$ cat config.mk
export PLATFORM = sky130hd
export DESIGN_NAME = univ_shift_reg
export DESIGN_NICKNAME = d
export VERILOG_FILES = /design/src/rtl/univ_shift_reg.sv
export SDC_FILE = /design/constraint.sdc
export NUM_CORES = 1
export LEC_CHECK = 0
export CAP_MARGIN = 20
export CORE_MARGIN = 2
export CORE_UTILIZATION = 39
export CTS_CLUSTER_DIAMETER = 30
export DETAILED_ROUTE_END_ITERATION = 16
export PLACE_DENSITY = 0.64
export SLEW_MARGIN = 40
export SYNTH_ARGS = -nofsm -noshare
export SYNTH_HDL_FRONTEND = slang
export SYNTH_SLANG_ARGS = --single-unit
$ cat constraint.sdc
create_clock -name clk -period 3.5 [get_ports clk]
set_input_delay 1.05 -clock clk [delete_from_list [all_inputs] [get_ports clk]]
set_output_delay 1.05 -clock clk [all_outputs]
set_load 0.02 [all_outputs]
$ cat src/rtl/univ_shift_reg.sv
// WIDTH-bit universal register: hold/load/shift/rotate/clear plus a multi-cycle
// burst-rotate engine. Define USR_PARITY_EN to add the parity output and the parity_err load gate.
module univ_shift_reg #(
  parameter int              WIDTH     = 8,
  parameter logic [WIDTH-1:0] RESET_VAL = '0,
  localparam int             AW        = $clog2(WIDTH) + 1
) (
  input  logic             clk,
  input  logic             reset,
  input  logic             en,
  input  logic [2:0]       mode,
  input  logic [WIDTH-1:0] d,
  input  logic             ser_in_l,
  input  logic             ser_in_r,
  input  logic             start,
  input  logic             burst_dir,
  input  logic [AW-1:0]    amount,
`ifdef USR_PARITY_EN
  input  logic             parity_err,
  output logic             parity,
`endif
  output logic [WIDTH-1:0] q,
  output logic [WIDTH-1:0] q_prev,
  output logic             ser_out_l,
  output logic             ser_out_r,
  output logic             busy,
  output logic             done
);

  localparam logic [2:0] M_HOLD  = 3'b000;
  localparam logic [2:0] M_LOAD  = 3'b001;
  localparam logic [2:0] M_SHL   = 3'b010;
  localparam logic [2:0] M_SHR   = 3'b011;
  localparam logic [2:0] M_ROL   = 3'b100;
  localparam logic [2:0] M_ROR   = 3'b101;
  localparam logic [2:0] M_CLEAR = 3'b110;

  localparam logic [1:0] S_IDLE  = 2'd0;
  localparam logic [1:0] S_SHIFT = 2'd1;
  localparam logic [1:0] S_DONE  = 2'd2;

  logic [1:0]       r_state, w_state_next;
  logic [AW-1:0]    r_cnt, w_cnt_next;
  logic             r_dir, w_dir_next;
  logic [WIDTH-1:0] r_q, r_q_prev, w_q_next, w_op_q;
  logic [WIDTH-1:0] w_rol, w_ror;
  logic             w_rej;

  assign w_rol = {r_q[WIDTH-2:0], r_q[WIDTH-1]};
  assign w_ror = {r_q[0], r_q[WIDTH-1:1]};

`ifdef USR_PARITY_EN
  assign w_rej = parity_err && (mode == M_LOAD);
`else
  assign w_rej = 1'b0;
`endif

  always_comb begin
    // NOTE: every output gets a default first so no path can infer a latch.
    w_op_q = r_q;
    case (mode)
      M_LOAD:  w_op_q = d;
      M_SHL:   w_op_q = {r_q[WIDTH-2:0], ser_in_r};
      M_SHR:   w_op_q = {ser_in_l, r_q[WIDTH-1:1]};
      M_ROL:   w_op_q = w_rol;
      M_ROR:   w_op_q = w_ror;
      M_CLEAR: w_op_q = '0;
      M_HOLD:  w_op_q = r_q;
      default: w_op_q = r_q;
    endcase
  end

  always_comb begin
    w_q_next     = r_q;
    w_state_next = r_state;
    w_cnt_next   = r_cnt;
    w_dir_next   = r_dir;
    case (r_state)
      S_IDLE: begin
        // start takes priority over any simultaneous mode operation
        if (start) begin
          if (amount != '0) begin
            w_cnt_next   = amount;
            w_dir_next   = burst_dir;
            w_state_next = S_SHIFT;
          end else begin
            w_state_next = S_DONE;
          end
        end else if (en) begin
          if (w_rej) w_state_next = S_DONE;
          else       w_q_next     = w_op_q;
        end
      end
      S_SHIFT: begin
        w_q_next   = r_dir ? w_ror : w_rol;
        w_cnt_next = r_cnt - AW'(1);
        if (r_cnt == AW'(1)) w_state_next = S_DONE;
      end
      S_DONE:  w_state_next = S_IDLE;
      default: w_state_next = S_IDLE;
    endcase
  end

  always_ff @(posedge clk) begin
    // NOTE: sequential state uses non-blocking assignments so every register
    // samples pre-edge values regardless of statement order.
    if (reset) begin
      r_state  <= S_IDLE;
      r_cnt    <= '0;
      r_dir    <= 1'b0;
      r_q      <= RESET_VAL;
      r_q_prev <= RESET_VAL;
    end else begin
      r_state <= w_state_next;
      r_cnt   <= w_cnt_next;
      r_dir   <= w_dir_next;
      r_q     <= w_q_next;
      if (w_q_next != r_q) r_q_prev <= r_q;
    end
  end

`ifdef USR_PARITY_EN
  logic r_parity;
  always_ff @(posedge clk) begin
    if (reset) r_parity <= ^RESET_VAL;
    else       r_parity <= ^w_q_next;
  end
  assign parity = r_parity;
`endif

  assign q         = r_q;
  assign q_prev    = r_q_prev;
  assign ser_out_l = r_q[WIDTH-1];
  assign ser_out_r = r_q[0];
  assign busy      = (r_state == S_SHIFT);
  assign done      = (r_state == S_DONE);

endmodule

==> impl_metrics.ini <==
[placement]
port_buffers = 41
dpl.hpwl_mm = 3.611
gp_congestion = 0.8708
post-place-cells = 334
placed_area_sq_mm = 0.002386

[die]
start_util_pct = 40.69
die_h_um = 74.20
io_pins = 42
core_area_sq_mm = 0.004723
rows = 25
die_w_um = 74.20
die_area_sq_mm = 0.005506

[logic_synthesis]
synth_area_leaders = dfxtp_1 (24%), mux2i_1 (7.8%), nand2b_1 (7.8%)
synth_cells = 234
yosys.area_share.simple_pct = 28.45
synth_top_family_by_area = simple AND/OR/NAND/NOR gates
synthArstFlopShare_pct = 0
synth_area_leader_cell = dfxtp_1
yosysWarnings = 0
syn_area_sq_mm = 0.001922
synth_edf_count = 0
synth_xor_area_share_pct = 1.302
synth-compound-area-share_pct = 23.05
ys_seq_area_share_pct = 23.96
netlist.area_leader.share_pct = 23.96
synthAdderAreaFrac_pct = 1.302
synth.distinct_cells = 45
synthMuxAreaShare_pct = 14.84
synth_ff_type = dfxtp_1
synth_nets = 258
avgSynthCellArea_sq_um = 8.213
synth_seq_cells = 23

[timing]
slew_violations = 0
skew_ns = 0.004233
totalNegativeSetupSlack_ns = 0
worstMarginPinSlew_ns = 0.6323
setup_violations = 0
relSlewSlack_pct = 57.80
fmax_mhz = 306.8
hold_viol = 0
hold_ws_ns = 0.4772
fin_crit_sh_pct = 93.14
fin_crit_ns = 3.260
rsz0062_at_grt = no

[routing]
wl_per_cell_um = 14.88
top_layer = met4
wl_met1_mm = 2.502
ant_nets = 0
dr.pass1.iters = 4
drc = 0
drtIter0Drc = 136
viasPerCell = 5.364
wl_mm = 5.029
wl_met3_um = 259
vias = 1813
wl_met2_mm = 2.187

[power_and_ir_drop]
power.internal_uw = 524.6
p_leak_nw = 0.8827
power_frac_clock_pct = 20.4
p_sw_uw = 288.6
p_sw_share_pct = 35.49
combinationalPowerShare_pct = 40.1
share_seq_of_total_power_pct = 39.5
power_uw = 813.2
p_per_area_mw_per_mm2 = 332.8
peakVddDrop_v = 0.0001443

[grt]
grt_max_degree = 32
antenna_found_initial = 0
grt_use_total_pct = 18.62
grt_overflow = 0
grt_pass1_wl_mm = 8.128
first_global_vias = 1682

[worst_setup_path]
slowest_stage = or4b_2
worstPathRequired_ns = 3.70
critPathKind = in2reg
cp-start-kind = primary input
cp_max_fo = 8
crit_path_end_kind = register
path_cells = clkdlybuf4s50_1, and3_2, or4b_2, o21ai_0, a41oi_1, nand4_4, mux2i_1
cp_num_buf_inv = 1
max_stage_delay_ns = 0.71
crit_arrival_ns = 3.46
cpLargestDelayFamily = simple AND/OR/NAND/NOR gates

[cells_and_area]
syn_to_final_growth_pct = 27.15
nets = 296
antenna_cells = 0
layoutNonFillerInstCount = 338
design_area_sq_mm = 0.002444
layout-drive-gt1-share_pct = 15.50
fillers = 448

[hold_path]
hold_path.class = reg2reg

[clock_network]
holdBufCountCts = 0
numClockSinks = 23
clk_pin_slew_ns = 0.08
clockBufferDepth = 2
cts_buffers = 3
tritoncts = done
cts_max_level = 1
root_buffer = clkbuf_8
clock_latency_ns = 0.27

[run]
max_cap_viol_count = 0

[status]
outcome = completed
==> layout make-up <==
cell class	instances	area (sq um)	area share, %
Multi-Input combinational cell	183	1339	54.79
Tap cell	67	83.83	3.431
Timing Repair Buffer	50	473.0	19.35
Sequential cell	23	460.4	18.84
Inverter	11	41.29	1.690
Clock inverter	1	5.005	0.2048
Clock buffer	3	41.29	1.690
==> cells in the final DEF (no fill, tap or decap), types with 2 or more instances in the layout <==
master           instances
mux2_2                  12
nand3_1                  3
a22o_1                   2
dfxtp_1                 23
a21oi_1                 22
clkbuf_8                 3
mux2i_1                 15
a31o_2                   5
nor3_1                   4
and2_1                   5
nand3b_1                10
nand2b_1                24
a31oi_1                  3
inv_1                   11
o21ai_0                  9
buf_4                    9
a22oi_1                 12
a211oi_1                 2
o211ai_1                 6
ha_1                     2
clkdlybuf4s50_1         40
nand2_1                 15
nor2_1                  11
==> path summary, 6_finish.rpt <==
kind	slack [ns]	start	depth (start not counted)	to
max	0.24	mode[1]	7	q_prev[3]
min	0.48	q_prev[1]	2	q_prev[1]
max reg2reg	1.05	q[1]	7	q_prev[3]
min reg2reg	0.48	q_prev[1]	2	q_prev[1]
==> worst register-to-register path, delay by kind of cell (launching register included) <==
family	cells	cell delay (ns)
AOI/OAI and AO/OA	3	0.89
DFF	1	0.59
muxes	2	0.40
and+or+nand+nor	2	0.47
==> sequential cells by signal (all words and copies together) (netlist names) <==
signal   flops
q            8
q_prev       8
r_cnt        4
r_dir        1
r_state      2
==> kinds of logic (layout without fill, tap and decap cells) <==
family | Yosys count | after routing
flip-flops | 23 | 23
AO/OA/AOI/OAI | 67 | 67
multiplexers | 27 | 27
XOR/XNOR | 2 | 2
AND/OR/NAND/NOR | 85 | 85
adder cells (fa/ha/maj) | 2 | 2
buffers and inverters | 28 | 65
==> cell usage after synthesis (all sizes together), types with 3 or more instances <==
master / n
a21oi: 22
a22oi: 12
a31o: 5
a31oi: 3
and2: 5
buf: 8
clkbuf: 9
dfxtp: 23
inv: 11
mux2: 12
mux2i: 15
nand2: 15
nand2b: 24
nand3: 3
nand3b: 10
nor2: 12
nor3: 4
o211ai: 6
o21ai: 9
==> power by group through the flow <==
stage | combinational (mW) | clock (mW) | sequential (mW)
CTS | 0.325 | 0.172 | 0.321
global placement | 0.322 | 0 | 0.328
floorplan | 0.214 | 0 | 0.329
global route | 0.358 | 0.185 | 0.326
finish | 0.326 | 0.165 | 0.321
detailed placement | 0.324 | 0 | 0.327
==> routing by layer <==
layer  track usage [%]  up-vias
met5                 0        -
met4             7.475        0
met3             2.168        6
met2             28.17       52
met1             26.87      833
li1                  -      922
==> what timing repair did <==
action	4_1_cts	5_1_grt
setup buffers	0	0
endpoints found under the setup margin	0	2
gates resized for setup	0	1
==> per-stage QoR <==
step / worst slack, ns / util [%]
global placement: -0.02789 / 50.57
floorplan: 0.7306 / -
detailed placement: -0.03951 / 50.52
global route: 0.06336 / 51.74
CTS: 0.2443 / 51.50
finish: 0.2403 / 51.74
(Power assumes the default switching activity.)
